## config.mk

```make
export PLATFORM = sky130hd
export DESIGN_NAME = disp_scan_ctrl
export DESIGN_NICKNAME = d
export VERILOG_FILES = /design/src/rtl/disp_scan_ctrl.sv
export SDC_FILE = /design/constraint.sdc
export NUM_CORES = 1
export LEC_CHECK = 0
export ABC_AREA = 1
export BUFFER_PORTS_ARGS = -buffer_cell sky130_fd_sc_hd__buf_2
export CORE_MARGIN = 3
export CORE_UTILIZATION = 33
export CTS_BUF_LIST = sky130_fd_sc_hd__clkbuf_4 sky130_fd_sc_hd__clkbuf_8
export DETAILED_ROUTE_END_ITERATION = 10
export GPL_ROUTABILITY_DRIVEN = 1
export GPL_TIMING_DRIVEN = 0
export PLACE_DENSITY = 0.52
export SYNTH_ARGS = -nofsm -noshare
export SYNTH_HDL_FRONTEND = slang
export SYNTH_SLANG_ARGS = --single-unit
```

## constraint.sdc

```tcl
create_clock -name clk -period 1.7 [get_ports clk]
set_input_delay 0.17 -clock clk [delete_from_list [all_inputs] [get_ports clk]]
set_output_delay 0.17 -clock clk [all_outputs]
set_load 0.1 [all_outputs]
```

## src/rtl/disp_scan_ctrl.sv

```systemverilog
// disp_scan_ctrl: four-digit multiplexed display scanner feeding a hex-to-7-seg
// decoder. Holds a shadow copy of the value/point/blank masks, steps through
// the digits once per SCAN_PERIOD clocks, and inserts one dark cycle at every
// digit switch so the previous digit's segments never ghost onto the next one.
//
// Optional feature: define DISP_SCAN_LZB_EN to enable leading-zero blanking
// (digits 3..1 go dark while they and every digit to their left are zero).
module disp_scan_ctrl #(
    parameter int SCAN_PERIOD = 100000
) (
    input  logic        clk,
    input  logic        rst,
    input  logic        load,
    input  logic [15:0] hexs,
    input  logic [3:0]  points,
    input  logic [3:0]  les,
    output logic [3:0]  D,
    output logic        LE,
    output logic        point,
    output logic [3:0]  AN,
    output logic        frame_done
);

    localparam int CNT_W = (SCAN_PERIOD > 2) ? $clog2(SCAN_PERIOD) : 1;
    localparam logic [CNT_W-1:0] CNT_MAX = CNT_W'(SCAN_PERIOD - 1);

    logic [CNT_W-1:0] cnt;
    logic [1:0]       idx;
    logic [15:0]      hex_q;
    logic [3:0]       pt_q;
    logic [3:0]       le_q;

    logic [3:0]       lzb_v;
    logic [3:0]       nib;
    logic             le_lit;
    logic             slot_end;

`ifdef DISP_SCAN_LZB_EN
    // Digit k is a leading zero when nibbles k..3 are all zero; digit 0 always shows.
    assign lzb_v = {hex_q[15:12] == 4'h0,
                    hex_q[15:8]  == 8'h0,
                    hex_q[15:4]  == 12'h0,
                    1'b0};
`else
    assign lzb_v = 4'b0000;
`endif

    // Next-output terms for the digit currently selected by idx.
    always_comb begin
        nib      = hex_q[4*idx +: 4];
        le_lit   = le_q[idx] | lzb_v[idx];
        slot_end = (cnt == CNT_MAX);
    end

    // Prescaler, digit index and shadow registers; a load never disturbs scanning.
    always_ff @(posedge clk) begin
        if (rst) begin
            cnt   <= '0;
            idx   <= 2'd0;
            hex_q <= 16'h0000;
            pt_q  <= 4'h0;
            le_q  <= 4'hF;
        end else begin
            if (slot_end) begin
                cnt <= '0;
                idx <= idx + 2'd1;
            end else begin
                cnt <= cnt + 1'b1;
            end
            if (load) begin
                hex_q <= hexs;
                pt_q  <= points;
                le_q  <= les;
            end
        end
    end

    // Registered outputs from pre-edge state; cnt==0 is the dark dead cycle.
    always_ff @(posedge clk) begin
        if (rst) begin
            D          <= 4'h0;
            LE         <= 1'b1;
            point      <= 1'b0;
            AN         <= 4'b1111;
            frame_done <= 1'b0;
        end else begin
            // D already carries the upcoming nibble during the dead cycle so the
            // decoder input is settled when the anode turns on.
            D          <= nib;
            frame_done <= slot_end && (idx == 2'd3);
            if (cnt == '0) begin
                AN    <= 4'b1111;
                LE    <= 1'b1;
                point <= 1'b0;
            end else begin
                AN    <= ~(4'b0001 << idx);
                LE    <= le_lit;
                point <= pt_q[idx] & ~le_lit;
            end
        end
    end

endmodule

```

==> run_summary.xml, run 1 <==
<?xml version="1.0" encoding="UTF-8"?>
<metrics>
  <group name="sta">
    <metric name="pin_slew_with_the_least_headroom_to_its_limit" unit="ns">0.486</metric>
    <metric name="max_slew_margin" unit="%">67.6</metric>
    <metric name="final_max_slew_viol_count" unit="">0</metric>
    <metric name="rsz0062_at_grt" unit="">no</metric>
    <metric name="setup_viol" unit="">0</metric>
    <metric name="fin_ws" unit="ns">0.211</metric>
    <metric name="totalNegativeSetupSlack" unit="ns">0</metric>
    <metric name="achievable-frequency" unit="MHz">671</metric>
    <metric name="final_hold_viol_count" unit="">0</metric>
    <metric name="timing.final.crit_period" unit="ns">1.49</metric>
    <metric name="finalCritPeriodShare" unit="%">87.6</metric>
    <metric name="finClkSkew" unit="ns">0.0146</metric>
  </group>
  <group name="critical_path">
    <metric name="start_kind" unit="">flop</metric>
    <metric name="timing.critical_path.required" unit="ns">1.90</metric>
    <metric name="crit_path_end_kind" unit="">flop</metric>
    <metric name="cp_max_fo" unit="">10</metric>
    <metric name="worstSetupPathType" unit="">reg -&gt; reg</metric>
    <metric name="cp.arrival" unit="ns">1.69</metric>
  </group>
  <group name="drt">
    <metric name="dr.pass1.iters" unit="">4</metric>
    <metric name="wl" unit="um">5630</metric>
    <metric name="antenna_violating_nets_post_route" unit="">0</metric>
    <metric name="detail_route.vias_per_cell" unit="">4.57</metric>
    <metric name="routedWlPerCell" unit="um">11.9</metric>
    <metric name="drt-initial-drc-count" unit="">96</metric>
    <metric name="detail_route.drc_violations" unit="">0</metric>
    <metric name="vias" unit="">2166</metric>
  </group>
  <group name="synthesis">
    <metric name="number_of_warnings_issued_by_yosys" unit="">0</metric>
    <metric name="synth_top_area_share" unit="%">45.5</metric>
    <metric name="synth_edf_count" unit="">0</metric>
    <metric name="yosys.area.top_type" unit="">dfxtp_1</metric>
    <metric name="main_synth_ff_type" unit="">dfxtp_1</metric>
    <metric name="async_reset_ff_share" unit="%">0</metric>
    <metric name="synth-seq-area-share" unit="%">45.5</metric>
    <metric name="synth_most_common_cell" unit="">nor2_1</metric>
    <metric name="postSynthRegisterBits" unit="">54</metric>
    <metric name="netlist_area" unit="um2">2370</metric>
    <metric name="yosys-top-cells-area" unit="">dfxtp_1 (46%), nor2_1 (12%), nand2_1 (10%), o21ai_0 (6.5%), inv_1 (4.7%)</metric>
    <metric name="syn-num-nets" unit="">368</metric>
    <metric name="postSynthAreaPerCell" unit="um2">7.09</metric>
    <metric name="postSynthCellCount" unit="">335</metric>
    <metric name="number_of_different_library_cells_in_the_post_synthesis_netlist" unit="">24</metric>
    <metric name="post_synth_top_cells" unit="">nor2_1 (74), nand2_1 (64), dfxtp_1 (54)</metric>
  </group>
  <group name="cells_and_area">
    <metric name="final_layout_size_suffix_gt1_share" unit="%">15.6</metric>
    <metric name="flow.area_growth_from_synthesis" unit="%">16.2</metric>
    <metric name="layout.nets" unit="">411</metric>
    <metric name="final_cells" unit="">474</metric>
    <metric name="postLayoutCellArea" unit="um2">2760</metric>
    <metric name="fillCellCount" unit="">758</metric>
    <metric name="antenna_cells" unit="">0</metric>
  </group>
  <group name="clock_network">
    <metric name="post-cts-setup-buffer-count" unit="">0</metric>
    <metric name="clock_latency_reported_for_the_late_side_of_the_worst_skew_pair" unit="ns">0.31</metric>
    <metric name="cts_repair_resize_count" unit="">0</metric>
    <metric name="cts_inserted_buffers" unit="">5</metric>
    <metric name="clock_path_buffers" unit="">2</metric>
    <metric name="clk_pin_slew" unit="ns">0.10</metric>
    <metric name="clock-root-buffer" unit="">clkbuf_8</metric>
    <metric name="tritoncts" unit="">built</metric>
    <metric name="h-tree-depth" unit="">2</metric>
    <metric name="num_clock_sinks" unit="">54</metric>
    <metric name="cts.hold.buffers_added" unit="">0</metric>
  </group>
  <group name="place">
    <metric name="placedCellCount" unit="">467</metric>
    <metric name="place_worst_setup_slack" unit="ns">0.233</metric>
    <metric name="detailed_place.area" unit="um2">2680</metric>
    <metric name="port-buffer-count" unit="">36</metric>
    <metric name="finalWeightedCongestion" unit="">0.890</metric>
    <metric name="place.detailed.hpwl" unit="um">4190</metric>
  </group>
  <group name="global_routing">
    <metric name="grt_first_pass_wirelength" unit="um">9870</metric>
    <metric name="grt_max_degree" unit="">17</metric>
    <metric name="number_of_global_route_vias_before_repair" unit="">2099</metric>
    <metric name="initial_antenna_violation_count" unit="">0</metric>
    <metric name="overflow" unit="">0</metric>
    <metric name="gr-usage-all-layers" unit="%">14.7</metric>
  </group>
  <group name="power">
    <metric name="max-vdd-ir-drop" unit="mV">0.275</metric>
    <metric name="power_density" unit="nW/um2">831</metric>
    <metric name="p_leak" unit="nW">1.14</metric>
  </group>
  <group name="die">
    <metric name="dieHeight" unit="um">90.8</metric>
    <metric name="die_w" unit="um">90.8</metric>
    <metric name="pin_count" unit="">38</metric>
    <metric name="coreArea" unit="um2">6870</metric>
    <metric name="floorplan.initialDensity" unit="%">34.6</metric>
    <metric name="rows" unit="">30</metric>
    <metric name="fp.dieArea" unit="um2">8250</metric>
  </group>
  <group name="run_status">
    <metric name="status" unit="">complete, no violations</metric>
  </group>
  <group name="hold_path">
    <metric name="hold_path.class" unit="">in -&gt; reg</metric>
  </group>
  <group name="job">
    <metric name="drv.max_cap_violation_count" unit="">0</metric>
  </group>
</metrics>
cells in the final DEF, fill, tap and decap left out:
master / count
clkinvlp_4: 2
a21oi_1: 22
nand2_1: 64
xnor2_1: 1
clkinv_1: 1
nor2_1: 74
o21ai_1: 2
ha_1: 6
nand3_1: 19
clkbuf_1: 5
nand3b_1: 1
clkbuf_8: 5
inv_1: 30
nor2_4: 1
xor2_1: 4
o211ai_1: 1
nand3_2: 1
nand2_4: 1
buf_6: 1
buf_2: 42
nand4_1: 3
nand2_2: 3
o21ai_0: 31
dfxtp_1: 54
and2_1: 1
nor2_2: 3
cells by family (layout without fill, tap and decap cells):
| family | count (synthesis) | after routing | synth area share [%] |
|---|---|---|---|
| fa+ha+maj | 6 | 6 | 3.16 |
| buf+inv | 43 | 86 | 7.43 |
| compound gates | 56 | 56 | 11.9 |
| flops | 54 | 54 | 45.5 |
| xor+xnor | 5 | 5 | 1.84 |
| simple gates | 171 | 171 | 30.1 |
registers in the layout (all words and copies together), names as in the netlist:
name,flops
frame_done,1
D,4
le_q,4
LE,1
cnt,17
point,1
pt_q,4
idx,2
AN,4
hex_q,16
where the power goes:
group	leakage [nW]	internal (mW)	switching (mW)
combinational	0.658	0.0762	0.164
clock	0.0362	0.282	0.429
sequential	0.443	1.32	0.0244
total	1.14	1.68	0.617
layout make-up:
type                    instances  area (um2)  area share, %
plain buffers                  12        60.1           2.18
clock buffers                   5        68.8           2.49
clock inverters                 2        15.0          0.544
inverters                      31         116           4.22
multi-input cells             238        1120           40.5
flip-flops and latches         54        1080           39.2
well taps                      96         120           4.35
repair buffers                 36         180           6.53
critical path, cell delays in order (launching register included):
cell and delay (ns):
dfxtp_1 0.39, ha_1 0.21, nand2_2 0.09, nor2_4 0.17, nand3_2 0.14, nand2_4 0.15
buf_6 0.16, nor2_1 0.05
metrics by stage:
stage,utilization (%),total power [mW],hold slack (ns)
after detailed placement,38.9,1.61,0.387
after floorplan,-,1.54,0.239
final,40.2,2.29,0.0706
after global routing,40.2,2.41,0.0708
after global placement,38.9,1.61,0.389
after CTS,40.2,2.32,0.0665
final timing paths:
kind	cells past startpoint	startpoint	end	slack, ns
max reg2reg	7	cnt[1]	cnt[16]	0.21
min	3	hexs[10]	hex_q[10]	0.07
max	7	cnt[1]	cnt[16]	0.21
min reg2reg	2	hex_q[7]	hex_q[7]	0.46
layer usage:
layer  GRT usage, %  vias up  routed length [um]
met3           3.25       10                 332
met2           22.3       54                2340
met1           20.5      958                2860
met5              0        -                   0
met4           5.28        0                  99
li1               -     1144                   -
Power figures use the tool's default switching activity.
==> run 2, diff against run 1 <==
- CORE_MARGIN: 3 -> 2
- SETUP_SLACK_MARGIN: default -> 0.3
==> run 2 against run 1 <==
Against the previous run: wire length increased by 2.2%; critical path depth unchanged; first-iteration DRC count increased by 21%; sequential cell count unchanged; sequential power about the same; non-clock buffer count increased by 6; sequential share of layout area decreased by 1.2 points; final cell count increased by 1.3%; die area decreased by 4.4%; critical path type unchanged; critical endpoint unchanged.
==> run_summary.xml, run 2 (same netlist as run 1, synthesis figures left out) <==
<?xml version="1.0" encoding="UTF-8"?>
<metrics>
  <group name="cells_and_area">
    <metric name="layout_commonest_cell" unit="">nor2_1</metric>
    <metric name="flip_flop_count_of_the_largest_register_all_copies_and_words_added" unit="">17</metric>
    <metric name="final_cells" unit="">480</metric>
    <metric name="flow.area_growth_from_synthesis" unit="%">21.0</metric>
    <metric name="layout.nets" unit="">417</metric>
    <metric name="registers.top_by_ff_count" unit="">cnt</metric>
    <metric name="final_cell_mix" unit="">nor2_1 (71), nand2_1 (64), dfxtp_1 (50), buf_2 (41), o21ai_0 (31)</metric>
    <metric name="largestRegisters" unit="">cnt: 17 flops, hex_q: 16 flops</metric>
    <metric name="antenna_cells" unit="">0</metric>
    <metric name="final_layout_size_suffix_gt1_share" unit="%">19.5</metric>
  </group>
  <group name="drt">
    <metric name="drt-initial-drc-count" unit="">116</metric>
    <metric name="wl" unit="um">5750</metric>
    <metric name="detail_route.vias_per_cell" unit="">4.51</metric>
    <metric name="antenna_violating_nets_post_route" unit="">0</metric>
    <metric name="routedWlPerCell" unit="um">12.0</metric>
    <metric name="detail_route.drc_violations" unit="">0</metric>
    <metric name="vias" unit="">2167</metric>
    <metric name="dr.pass1.iters" unit="">5</metric>
  </group>
  <group name="job">
    <metric name="drv.max_cap_violation_count" unit="">0</metric>
  </group>
  <group name="clock_network">
    <metric name="num_clock_sinks" unit="">54</metric>
    <metric name="clk_pin_slew" unit="ns">0.10</metric>
    <metric name="tritoncts" unit="">built</metric>
    <metric name="clock_latency_reported_for_the_late_side_of_the_worst_skew_pair" unit="ns">0.31</metric>
    <metric name="clock-root-buffer" unit="">clkbuf_8</metric>
    <metric name="h-tree-depth" unit="">2</metric>
    <metric name="clock_path_buffers" unit="">2</metric>
    <metric name="cts_inserted_buffers" unit="">5</metric>
  </group>
  <group name="critical_path">
    <metric name="cp_max_fo" unit="">10</metric>
    <metric name="critPathTopFamily" unit="">simple AND/OR/NAND/NOR gates</metric>
    <metric name="worstSetupPathType" unit="">reg -&gt; reg</metric>
    <metric name="worstSetupPathDepth" unit="">7</metric>
    <metric name="worst-path-buf-inv" unit="">2</metric>
    <metric name="start_kind" unit="">flop</metric>
    <metric name="cp.arrival" unit="ns">1.54</metric>
    <metric name="worst_path_max_delay_cell" unit="">dfxtp_1</metric>
    <metric name="timing.critical_path.required" unit="ns">1.90</metric>
    <metric name="crit_path_cell_trace" unit="">inv_1 &gt; nand3_1 &gt; nor2_2 &gt; nand3_2 &gt; nand2_4 &gt; buf_6 &gt; nor2_1</metric>
    <metric name="crit_path_end_kind" unit="">flop</metric>
    <metric name="r2r.worst_path.cells" unit="">7</metric>
    <metric name="critPathMaxStageDelay" unit="ns">0.36</metric>
  </group>
  <group name="place">
    <metric name="place.detailed.hpwl" unit="um">4150</metric>
    <metric name="placedCellCount" unit="">467</metric>
    <metric name="port-buffer-count" unit="">36</metric>
    <metric name="finalWeightedCongestion" unit="">0.941</metric>
  </group>
  <group name="sta">
    <metric name="finClkSkew" unit="ns">0.0106</metric>
    <metric name="timing.hold.ws" unit="ns">0.0720</metric>
    <metric name="rsz0062_at_grt" unit="">yes</metric>
    <metric name="final_hold_viol_count" unit="">0</metric>
    <metric name="finalCritPeriodShare" unit="%">78.5</metric>
    <metric name="final_max_slew_viol_count" unit="">0</metric>
    <metric name="achievable-frequency" unit="MHz">749</metric>
    <metric name="pin_slew_with_the_least_headroom_to_its_limit" unit="ns">0.509</metric>
    <metric name="setup_viol" unit="">0</metric>
    <metric name="max_slew_margin" unit="%">66.0</metric>
    <metric name="timing.final.crit_period" unit="ns">1.33</metric>
    <metric name="totalNegativeSetupSlack" unit="ns">0</metric>
  </group>
  <group name="global_routing">
    <metric name="number_of_global_route_vias_before_repair" unit="">2052</metric>
    <metric name="initial_antenna_violation_count" unit="">0</metric>
    <metric name="grt_max_degree" unit="">17</metric>
    <metric name="overflow" unit="">0</metric>
    <metric name="gr-usage-all-layers" unit="%">15.9</metric>
    <metric name="grt_first_pass_wirelength" unit="um">9630</metric>
  </group>
  <group name="hold_path">
    <metric name="hold_path.class" unit="">in -&gt; reg</metric>
    <metric name="worst_hold_path_stage_count" unit="">3</metric>
  </group>
  <group name="die">
    <metric name="dieHeight" unit="um">88.8</metric>
    <metric name="pin_count" unit="">38</metric>
    <metric name="floorplan.initialDensity" unit="%">34.6</metric>
    <metric name="rows" unit="">30</metric>
    <metric name="coreArea" unit="um2">6870</metric>
    <metric name="die_w" unit="um">88.8</metric>
    <metric name="fp.dieArea" unit="um2">7890</metric>
  </group>
  <group name="power">
    <metric name="power_density" unit="nW/um2">853</metric>
    <metric name="p_leak" unit="nW">1.20</metric>
    <metric name="max-vdd-ir-drop" unit="mV">0.287</metric>
  </group>
  <group name="run_status">
    <metric name="status" unit="">complete, no violations</metric>
  </group>
</metrics>
run 2: cell count changes in the layout (fill, tap and decap cells not counted), moves of 2 or more:
cell     delta
buf_4       +6
dfxtp_2     +2
dfxtp_1     -4
nor2_2      +3
inv_1       -2
nor2_1      -3
dfxtp_4     +2
run 2: report_power, final:
group	switching [mW]	leakage, nW	internal (mW)
clock network	0.422	0.0542	0.434
logic	0.168	0.702	0.0828
registers	0.0253	0.445	1.32
total	0.616	1.20	1.83
run 2: per-layer routing:
| layer | part of all wire (%) | vias up | track usage (%) |
|---|---|---|---|
| met2 | 41 | 44 | 23.7 |
| met3 | 3.8 | 9 | 3.26 |
| met4 | 1.9 | 0 | 6.06 |
| met5 | 0 | - | 0 |
| met1 | 53 | 953 | 22.6 |
| li1 | - | 1161 | - |
run 2: per-stage QoR:
stage / setup slack [ns] / util (%) / power [mW] / area [um2]
finish: 0.365 / 41.8 / 2.45 / 2870
global route: 0.294 / 41.8 / 2.56 / 2870
CTS: 0.291 / 41.0 / 2.47 / 2820
detailed placement: 0.218 / 38.9 / 1.61 / 2680
global placement: 0.233 / 38.9 / 1.61 / 2680
floorplan: 0.428 / - / 1.54 / 2370
run 2: path summary, 6_finish.rpt:
kind,startpoint,endpoint,slack (ns)
worst min register to register,cnt[0],cnt[0],0.45
worst min-delay path,hexs[13],hex_q[13],0.07
worst max-delay path,cnt[14],cnt[16],0.37
worst max register to register,cnt[14],cnt[16],0.37
run 2: worst register-to-register path: cells and delay by family, from the launching register on:
family,cells,cell delay (ns)
AND/OR/NAND/NOR,5,0.59
buffers and inverters,2,0.27
flip-flops,1,0.36
run 2: area by class of cell:
type | instances | area (um2)
multi-input cells | 238 | 1140
well taps | 96 | 120
clock inverters | 2 | 38.8
fillers | 755 | 4000
clock buffers | 5 | 68.8
flip-flops and latches | 54 | 1090
repair buffers | 42 | 229
inverters | 31 | 120
plain buffers | 12 | 62.6
run 2: repair_timing:
item / CTS / global route
hold buffers: 0 / 0
buffers inserted: 4 / 2
resized for setup: 4 / 13
pin swaps: 2 / 4
endpoints found under the setup margin: 11 / 18
==> run 3, diff against run 2 <==
- PLACE_DENSITY: 0.52 -> 0.54
- clock period: 1.7 -> 1.07 ns (I/O delays scaled with it)
==> run 3 against run 2 <==
Against the previous run: the flow now finishes with violations (setup timing); sequential power up 60%; fmax rose by 7.5%; register-to-register slack worse by 0.54 ns; worst setup slack lost 0.54 ns; worst hold slack worse by 0.068 ns; critical endpoint is now cnt[2]; global-route usage up 0.14 points; largest cell class unchanged.
==> run_summary.xml, run 3 (same netlist as run 1, synthesis figures left out) <==
<?xml version="1.0" encoding="UTF-8"?>
<metrics>
  <group name="run_status">
    <metric name="status" unit="">complete, but fails checks</metric>
    <metric name="violations" unit="">setup timing</metric>
  </group>
  <group name="power">
    <metric name="max-vdd-ir-drop" unit="mV">0.861</metric>
    <metric name="power_density" unit="nW/um2">1150</metric>
    <metric name="p_leak" unit="nW">1.39</metric>
  </group>
  <group name="global_routing">
    <metric name="grt_first_pass_wirelength" unit="um">9800</metric>
    <metric name="number_of_global_route_vias_before_repair" unit="">2090</metric>
    <metric name="grt_max_degree" unit="">18</metric>
    <metric name="overflow" unit="">0</metric>
    <metric name="initial_antenna_violation_count" unit="">0</metric>
    <metric name="gr-usage-all-layers" unit="%">16.0</metric>
  </group>
  <group name="critical_path">
    <metric name="worst_path_max_delay_cell" unit="">dfxtp_4</metric>
    <metric name="critPathTopFamily" unit="">simple AND/OR/NAND/NOR gates</metric>
    <metric name="crit_path_cell_trace" unit="">ha_4 &gt; nand2_4 &gt; nor2_4 &gt; nand3_4 &gt; nand2_4 &gt; buf_8 &gt; nor2_1</metric>
    <metric name="start_kind" unit="">flop</metric>
    <metric name="crit_path_end_kind" unit="">flop</metric>
    <metric name="timing.critical_path.mode_cell" unit="">nand2_4</metric>
    <metric name="worstSetupPathType" unit="">reg -&gt; reg</metric>
    <metric name="critPathMaxStageDelay" unit="ns">0.38</metric>
    <metric name="worst-path-buf-inv" unit="">1</metric>
    <metric name="cp_max_fo" unit="">10</metric>
    <metric name="ff2ff_setup_slack" unit="ns">-0.17</metric>
    <metric name="timing.critical_path.required" unit="ns">1.28</metric>
    <metric name="cp.arrival" unit="ns">1.45</metric>
  </group>
  <group name="cells_and_area">
    <metric name="registers.top_by_ff_count" unit="">cnt</metric>
    <metric name="postLayoutCellArea" unit="um2">3400</metric>
    <metric name="final_layout_size_suffix_gt1_share" unit="%">33.6</metric>
    <metric name="layout.nets" unit="">431</metric>
    <metric name="final_cell_mix" unit="">nor2_1 (68), nand2_1 (61), dfxtp_1 (35), buf_2 (26)</metric>
    <metric name="fillCellCount" unit="">708</metric>
    <metric name="flip_flop_count_of_the_largest_register_all_copies_and_words_added" unit="">17</metric>
    <metric name="layout_commonest_cell" unit="">nor2_1</metric>
    <metric name="multi_input_area" unit="um2">1260</metric>
    <metric name="largestRegisters" unit="">cnt: 17 flops, hex_q: 16 flops</metric>
    <metric name="flow.area_growth_from_synthesis" unit="%">43.4</metric>
    <metric name="area.sequential" unit="um2">1110</metric>
    <metric name="antenna_cells" unit="">0</metric>
  </group>
  <group name="sta">
    <metric name="finalCritPeriodShare" unit="%">116</metric>
    <metric name="timing.final.crit_period" unit="ns">1.24</metric>
    <metric name="pin_slew_with_the_least_headroom_to_its_limit" unit="ns">0.218</metric>
    <metric name="achievable-frequency" unit="MHz">805</metric>
    <metric name="finClkSkew" unit="ns">0.00766</metric>
    <metric name="setup_viol" unit="">27</metric>
    <metric name="rsz0062_at_grt" unit="">yes</metric>
    <metric name="fin_ws" unit="ns">-0.172</metric>
    <metric name="final_max_slew_viol_count" unit="">0</metric>
    <metric name="timing.hold.ws" unit="ns">0.00390</metric>
    <metric name="final_hold_viol_count" unit="">0</metric>
    <metric name="max_slew_margin" unit="%">85.3</metric>
  </group>
  <group name="die">
    <metric name="rows" unit="">30</metric>
    <metric name="coreArea" unit="um2">6870</metric>
    <metric name="floorplan.initialDensity" unit="%">34.6</metric>
    <metric name="pin_count" unit="">38</metric>
    <metric name="die_w" unit="um">88.8</metric>
    <metric name="dieHeight" unit="um">88.8</metric>
    <metric name="fp.dieArea" unit="um2">7890</metric>
  </group>
  <group name="drt">
    <metric name="antenna_violating_nets_post_route" unit="">0</metric>
    <metric name="detail_route.vias_per_cell" unit="">4.58</metric>
    <metric name="dr.pass1.iters" unit="">4</metric>
    <metric name="routedWlPerCell" unit="um">12.3</metric>
    <metric name="drt-initial-drc-count" unit="">80</metric>
    <metric name="detail_route.drc_violations" unit="">0</metric>
    <metric name="vias" unit="">2268</metric>
    <metric name="wl" unit="um">6100</metric>
  </group>
  <group name="hold_path">
    <metric name="hold_path.class" unit="">in -&gt; reg</metric>
  </group>
  <group name="clock_network">
    <metric name="cts_inserted_buffers" unit="">5</metric>
    <metric name="clock_latency_reported_for_the_late_side_of_the_worst_skew_pair" unit="ns">0.31</metric>
    <metric name="h-tree-depth" unit="">2</metric>
    <metric name="tritoncts" unit="">built</metric>
    <metric name="num_clock_sinks" unit="">54</metric>
    <metric name="clock_path_buffers" unit="">2</metric>
    <metric name="clock-root-buffer" unit="">clkbuf_8</metric>
    <metric name="clk_pin_slew" unit="ns">0.11</metric>
  </group>
  <group name="place">
    <metric name="port-buffer-count" unit="">36</metric>
    <metric name="place.detailed.hpwl" unit="um">4000</metric>
    <metric name="place_worst_setup_slack" unit="ns">-0.336</metric>
    <metric name="detailed_place.area" unit="um2">2760</metric>
    <metric name="finalWeightedCongestion" unit="">0.819</metric>
  </group>
  <group name="job">
    <metric name="drv.max_cap_violation_count" unit="">0</metric>
  </group>
</metrics>
run 3: routing by layer:
| metal | GRT usage, % | vias up | wire [um] |
|---|---|---|---|
| met3 | 3.08 | 10 | 161 |
| met5 | 0 | - | 0 |
| met1 | 22.5 | 1031 | 3040 |
| met2 | 24.4 | 38 | 2800 |
| met4 | 5.92 | 0 | 90 |
| li1 | - | 1189 | - |
run 3: power breakdown:
| group | leakage, nW | internal [mW] | switching [mW] |
|---|---|---|---|
| logic | 0.893 | 0.214 | 0.294 |
| registers | 0.448 | 2.10 | 0.0553 |
| clock network | 0.0478 | 0.535 | 0.710 |
| total | 1.39 | 2.84 | 1.06 |
run 3: final timing paths:
kind                                 from        end  cells past startpoint
worst max-delay path               cnt[1]     cnt[2]                      7
worst min-delay path             hexs[11]  hex_q[11]                      3
worst min register to register  hex_q[15]  hex_q[15]                      2
worst max register to register     cnt[1]     cnt[2]                      7
run 3: worst register-to-register path, delay by kind of cell (launching register included):
family / cells / cell delay [ns]
flip-flops: 1 / 0.38
AND/OR/NAND/NOR: 5 / 0.47
adder cells (fa/ha/maj): 1 / 0.15
buffers and inverters: 1 / 0.14
run 3: final cells by class:
type | instances | share of cell area (%)
Clock inverter | 2 | 0.478
Sequential cell | 54 | 32.7
Timing Repair Buffer | 56 | 16.6
Inverter | 31 | 3.79
Tap cell | 96 | 3.53
Clock buffer | 6 | 2.43
Multi-Input combinational cell | 238 | 37.0
Buffer | 12 | 3.42
run 3: repair_timing:
item	4_1_cts	5_1_grt
pin swaps	8	11
resized for setup	74	28
setup endpoints to repair	51	54
endpoints found under the hold margin	2	0
cloned	0	2
hold buffers	2	0
setup buffers	14	2
run 3: stage by stage:
step,cells,setup TNS (ns),total power [mW],util [%]
3_3_place_gp,467,-5.81,2.58,40.1
4_1_cts,491,-3.59,3.91,47.4
5_1_grt,495,-5.93,4.08,49.6
2_1_floorplan,335,-1.85,2.46,-
6_report,495,-3.72,3.90,49.6
3_5_place_dp,467,-6.04,2.58,40.1
